## src/rtl/wb_arbiter.sv

```systemverilog
// Writeback arbiter: merges ALU results and FIFO-buffered load results
// into one registered register-file write port, with a pending-write mask.
module wb_arbiter #(
    parameter int unsigned XLEN         = 64,
    parameter int unsigned LSU_DEPTH    = 4,
    parameter int unsigned STARVE_LIMIT = 3
) (
    input  logic            clk_i,
    input  logic            rst_ni,
    input  logic            alu_valid_i,
    output logic            alu_ready_o,
    input  logic [4:0]      alu_dest_i,
    input  logic [XLEN-1:0] alu_data_i,
    input  logic            lsu_valid_i,
    output logic            lsu_ready_o,
    input  logic [4:0]      lsu_dest_i,
    input  logic [XLEN-1:0] lsu_data_i,
    output logic            wr_reg_en_o,
    output logic [4:0]      wr_reg_dest_o,
    output logic [XLEN-1:0] wr_reg_data_o,
    output logic [31:0]     pending_o
);

    localparam int unsigned PW = (LSU_DEPTH > 1) ? $clog2(LSU_DEPTH) : 1;
    localparam int unsigned CW = $clog2(LSU_DEPTH + 1);
    localparam int unsigned SW = (STARVE_LIMIT > 0) ? $clog2(STARVE_LIMIT + 1) : 1;

    logic [4:0]           fifo_dest [LSU_DEPTH];
    logic [XLEN-1:0]      fifo_data [LSU_DEPTH];
    logic [LSU_DEPTH-1:0] vld_q, vld_d;
    logic [PW-1:0]        rd_q, rd_d, wr_q, wr_d;
    logic [CW-1:0]        cnt_q, cnt_d;
    logic [SW-1:0]        starve_q, starve_d;

    logic            wr_en_q, wr_en_d;
    logic [4:0]      wr_dest_q, wr_dest_d;
    logic [XLEN-1:0] wr_data_q, wr_data_d;

    logic not_empty, force_head, alu_gnt, pop, push;

    assign not_empty   = (cnt_q != '0);
    assign force_head  = not_empty && (starve_q >= SW'(STARVE_LIMIT));
    assign alu_ready_o = !force_head;
    assign lsu_ready_o = (cnt_q < CW'(LSU_DEPTH));
    assign alu_gnt     = alu_valid_i && !force_head;
    // Head only competes with entries already stored: no same-cycle bypass.
    assign pop         = !alu_gnt && not_empty;
    assign push        = lsu_valid_i && lsu_ready_o;

    always_comb begin
        wr_en_d   = 1'b0;
        wr_dest_d = wr_dest_q;
        wr_data_d = wr_data_q;
        if (alu_gnt) begin
            wr_en_d   = (alu_dest_i != 5'd0);
            wr_dest_d = alu_dest_i;
            wr_data_d = alu_data_i;
        end else if (pop) begin
            wr_en_d   = (fifo_dest[rd_q] != 5'd0);
            wr_dest_d = fifo_dest[rd_q];
            wr_data_d = fifo_data[rd_q];
        end
    end

    always_comb begin
        cnt_d = cnt_q;
        unique case ({push, pop})
            2'b10:   cnt_d = cnt_q + CW'(1);
            2'b01:   cnt_d = cnt_q - CW'(1);
            default: cnt_d = cnt_q;
        endcase
        rd_d  = pop  ? rd_q + PW'(1) : rd_q;
        wr_d  = push ? wr_q + PW'(1) : wr_q;
        vld_d = vld_q;
        if (pop)  vld_d[rd_q] = 1'b0;
        if (push) vld_d[wr_q] = 1'b1;
    end

    always_comb begin
        starve_d = starve_q;
        if (pop || !not_empty) begin
            starve_d = '0;
        end else if (starve_q < SW'(STARVE_LIMIT)) begin
            starve_d = starve_q + SW'(1);
        end
    end

    always_ff @(posedge clk_i or negedge rst_ni) begin
        if (!rst_ni) begin
            vld_q     <= '0;
            rd_q      <= '0;
            wr_q      <= '0;
            cnt_q     <= '0;
            starve_q  <= '0;
            wr_en_q   <= 1'b0;
            wr_dest_q <= '0;
            wr_data_q <= '0;
        end else begin
            vld_q     <= vld_d;
            rd_q      <= rd_d;
            wr_q      <= wr_d;
            cnt_q     <= cnt_d;
            starve_q  <= starve_d;
            wr_en_q   <= wr_en_d;
            wr_dest_q <= wr_dest_d;
            wr_data_q <= wr_data_d;
        end
    end

    always_ff @(posedge clk_i) begin
        if (push) begin
            fifo_dest[wr_q] <= lsu_dest_i;
            fifo_data[wr_q] <= lsu_data_i;
        end
    end

    always_comb begin
        pending_o = '0;
        for (int i = 0; i < int'(LSU_DEPTH); i++) begin
            if (vld_q[i]) pending_o[fifo_dest[i]] = 1'b1;
        end
        if (wr_en_q) pending_o[wr_dest_q] = 1'b1;
        pending_o[0] = 1'b0;
    end

    assign wr_reg_en_o   = wr_en_q;
    assign wr_reg_dest_o = wr_dest_q;
    assign wr_reg_data_o = wr_data_q;

endmodule
```

## config.mk

```make
export PLATFORM = sky130hd
export DESIGN_NAME = wb_arbiter
export DESIGN_NICKNAME = d
export VERILOG_FILES = /design/src/rtl/wb_arbiter.sv
export SDC_FILE = /design/constraint.sdc
export NUM_CORES = 1
export LEC_CHECK = 0
export CELL_PAD_IN_SITES_DETAIL_PLACEMENT = 2
export CELL_PAD_IN_SITES_GLOBAL_PLACEMENT = 2
export CORE_ASPECT_RATIO = 1.4
export CORE_MARGIN = 2
export CORE_UTILIZATION = 42
export DETAILED_ROUTE_END_ITERATION = 7
export DONT_BUFFER_PORTS = 1
export PLACE_DENSITY = 0.82
export SYNTH_ARGS = -nofsm -noshare
export SYNTH_HDL_FRONTEND = slang
export SYNTH_SLANG_ARGS = --single-unit
```

## constraint.sdc

```tcl
create_clock -name clk_i -period 3.3 [get_ports clk_i]
set_input_delay 0.66 -clock clk_i [delete_from_list [all_inputs] [get_ports clk_i]]
set_output_delay 0.66 -clock clk_i [all_outputs]
set_load 0.01 [all_outputs]
```

==> metrics.md <==
| Metric | Value |
|---|---|
| Status | `completed` |
| Reg2reg path depth | `9` |
| Number of gates given a new drive strength after cts | `0` |
| Initial antenna violation count | `2` |
| Number of synthesized flops with an enable pin | `276` |
| Clock slew at reported path FFs | `0.07 ns` |
| First-pass GRT wire length | `67500 um` |
| Number of global-route vias before repair | `9961` |
| Post-Synthesis Net Count | `1120` |
| Crit end category | `primary output` |
| HP Class | `in -> async` |
| CP Max Fanout | `10` |
| Largest net degree at the start of global routing | `84` |
| CP delay by family, top | `simple AND/OR/NAND/NOR gates` |
| Die X | `166 um` |
| Cell taking the most area after synthesis | `edfxtp_1` |
| DRT Pass-1 Iters | `5` |
| Critical R2R Launch | `cnt_q[0]` |
| R2R setup slack | `0.85 ns` |
| Clock buffer depth | `3` |
| Antenna diode count | `0` |
| Post-Syn Instances | `967` |
| Slowest stage cell, crit path | `nor3b_1` |
| Routed WL per cell | `31.0 um` |
| Least-Margin Pin Slew | `0.851 ns` |
| Post-CTS Setup Bufs | `0` |
| Setup total negative slack | `0 ns` |
| Final WL | `between 40000 and 50000 um` |
| Non-filler cells, final | `1455` |
| Num CTS Buffers | `36` |
| Placed Cells incl. Taps | `1388` |
| Count of buffer and inverter cells on the critical path | `0` |
| Synth Flop Type | `edfxtp_1` |
| Core ar. | `between 0.03 and 0.04 mm^2` |
| Max cap viols | `0` |
| Area Overhead vs Synth | `10.2%` |
| Max_slew headroom | `a little over two fifths` |
| Crit path kind | `reg -> out` |
| Syn_area_per_cell | `between 15 and 20 um^2` |
| Number of setup violations in the final report | `0` |
| Final Critical Period | `2.82 ns` |
| Worst skew pair latency | `0.53 ns` |
| Largest cells by area after synthesis | `edfxtp_1, dfrtp_1, mux4_2` |
| Register bit total from synthesis | `359` |
| DRT antenna net count | `0` |
| Die H | `around 230 um` |
| Initial DRC count | `659` |
| Maximum VDD drop | `0.565 mV` |
| Critical Path Source Type | `flip-flop` |
| Fmax | `354 MHz` |
| Vias post-DR | `8952` |
| Cell Pwr Density | `between 800 and 900 mW/mm^2` |
| Share of layout cells above drive strength 1 | `15.9%` |
| Layout Skew | `0.0294 ns` |
| Core Util, Final | `46.7%` |
| Seq/Total Area, Yosys | `66.9%` |
| Num ports | `roughly 250` |
| Clock sink total | `359` |
| Die ar. | `about 0.038 mm^2` |
| Worst hold-check slack | `0.0634 ns` |
| Clock root buffer | `clkbuf_16` |
| Most instantiated cells after synthesis | `edfxtp_1, nand3_1, dfrtp_1` |
| Yosys warns | `0` |
| Pleak | `0.00619 uW` |
| Critical path, cell by cell | `nor3b_1, a22oi_1, nand3_1` |
| Worst reg2reg path endpoint | `cnt_q[2]` |
| Area share of the largest cell type after synthesis | `53.5%` |
| Async SR Flop Fraction | `a little under a quarter` |
| Post-CTS Hold Buffers | `1` |
| Post-DP HPWL | `31500 um` |
| Period utilisation layout | `about 86%` |
| Final nets | `1113` |
| Cell variety after synth | `40` |
| Initial Util | `42.4%` |
| GPL Wtd Cong | `0.954` |
| Count leader, synth | `edfxtp_1` |
| RSZ-0062 raised after global routing | `no` |
| Row count | `83` |
| Worst path max stage delay | `0.67 ns` |
| Fin. Hold Viols | `0` |
| Max-slew violations | `0` |
| Vias per cell | `between 6 and 7` |
| DR DRC count | `0` |
| Global route overflow | `0` |
| Worst Path Arrival | `2.16 ns` |
| Total Routing Usage GR | `23.5%` |
| WP data required | `roughly 2.6 ns` |
| Syn Std Cell Area | `0.0155 mm^2` |
| TritonCTS clock tree | `done` |
| Depth of the CTS H-tree | `2` |
| PortBufs | `0` |
==> logic make-up after synthesis <==
group / count (synthesis) / synth area share (%)
simple gates: 224 / 8.28
buf+inv: 81 / 2.97
other cells: 1 / 0.0242
xor+xnor: 5 / 0.283
flops: 359 / 66.9
compound gates: 146 / 5.92
fa+ha+maj: 11 / 0.937
mux: 140 / 14.7
==> area by class of cell <==
class / instances / area (um^2)
repair buffers: 20 / 233
multi-input cells: 527 / 4680
clock inverters: 19 / 136
clock buffers: 47 / 1000
fillers: 3439 / 19500
well taps: 467 / 584
inverters: 16 / 60.1
flip-flops and latches: 359 / 10400
==> cell usage in the layout (no fill, tap or decap), drive strengths merged, types with 16 or more instances in the layout <==
| master | netlist | routed |
|---|---|---|
| o21ai | 66 | 66 |
| edfxtp | 276 | 276 |
| clkbuf | 32 | 47 |
| mux2i | 70 | 70 |
| nor2 | 22 | 22 |
| dfrtp | 83 | 83 |
| o22ai | 32 | 32 |
| mux4 | 69 | 69 |
| buf | 33 | 20 |
| nand2 | 16 | 16 |
| a22oi | 31 | 31 |
| inv | 16 | 18 |
| nand3 | 89 | 89 |
| nand3b | 25 | 25 |
| or3 | 17 | 17 |
| nor3b | 20 | 20 |
==> how the worst max path moves through the flow <==
stage / cells after the start / to / from
6_report: 3 / pending_o[5] / wr_reg_dest_o[3]
3_3_place_gp: 9 / cnt_q[2] / alu_valid_i
2_1_floorplan: 3 / fifo_data[2][0] / lsu_valid_i
4_1_cts: 3 / pending_o[4] / fifo_dest[3][4]
3_5_place_dp: 9 / cnt_q[2] / alu_valid_i
5_1_grt: 3 / pending_o[5] / wr_reg_dest_o[3]
==> per-stage QoR <==
step / power, uW / setup WS (ns) / cell area (um^2)
floorplan: 9690 / 0.199 / 15500
global placement: 10700 / 0.867 / 15900
detailed placement: 11000 / 0.795 / 15900
CTS: 15000 / 0.483 / 17100
global route: 15500 / 0.370 / 17100
finish: 14800 / 0.477 / 17100
==> where the power goes <==
part           switching, uW  internal (uW)  total, uW
combinational           2130           1790       3910
sequential              1110           5840       6950
clock                   1700           2240       3950
==> state kept, by name, indices dropped and copies added (netlist names) <==
signal         count
wr_reg_data_o     64
fifo_dest         20
vld_q              4
wr_reg_dest_o      5
cnt_q              3
rd_q               2
wr_reg_en_o        1
wr_q               2
starve_q           2
fifo_data        256
==> routing by layer <==
layer / global-route usage [%] / vias to the layer above / part of all wire (%)
met5: 0 / - / 0
met4: 6.90 / 0 / 2.8
met3: 5.07 / 79 / 5.9
met2: 44.5 / 290 / 55
met1: 26.6 / 4754 / 36
li1: - / 3829 / -
Power figures use the tool's default switching activity.
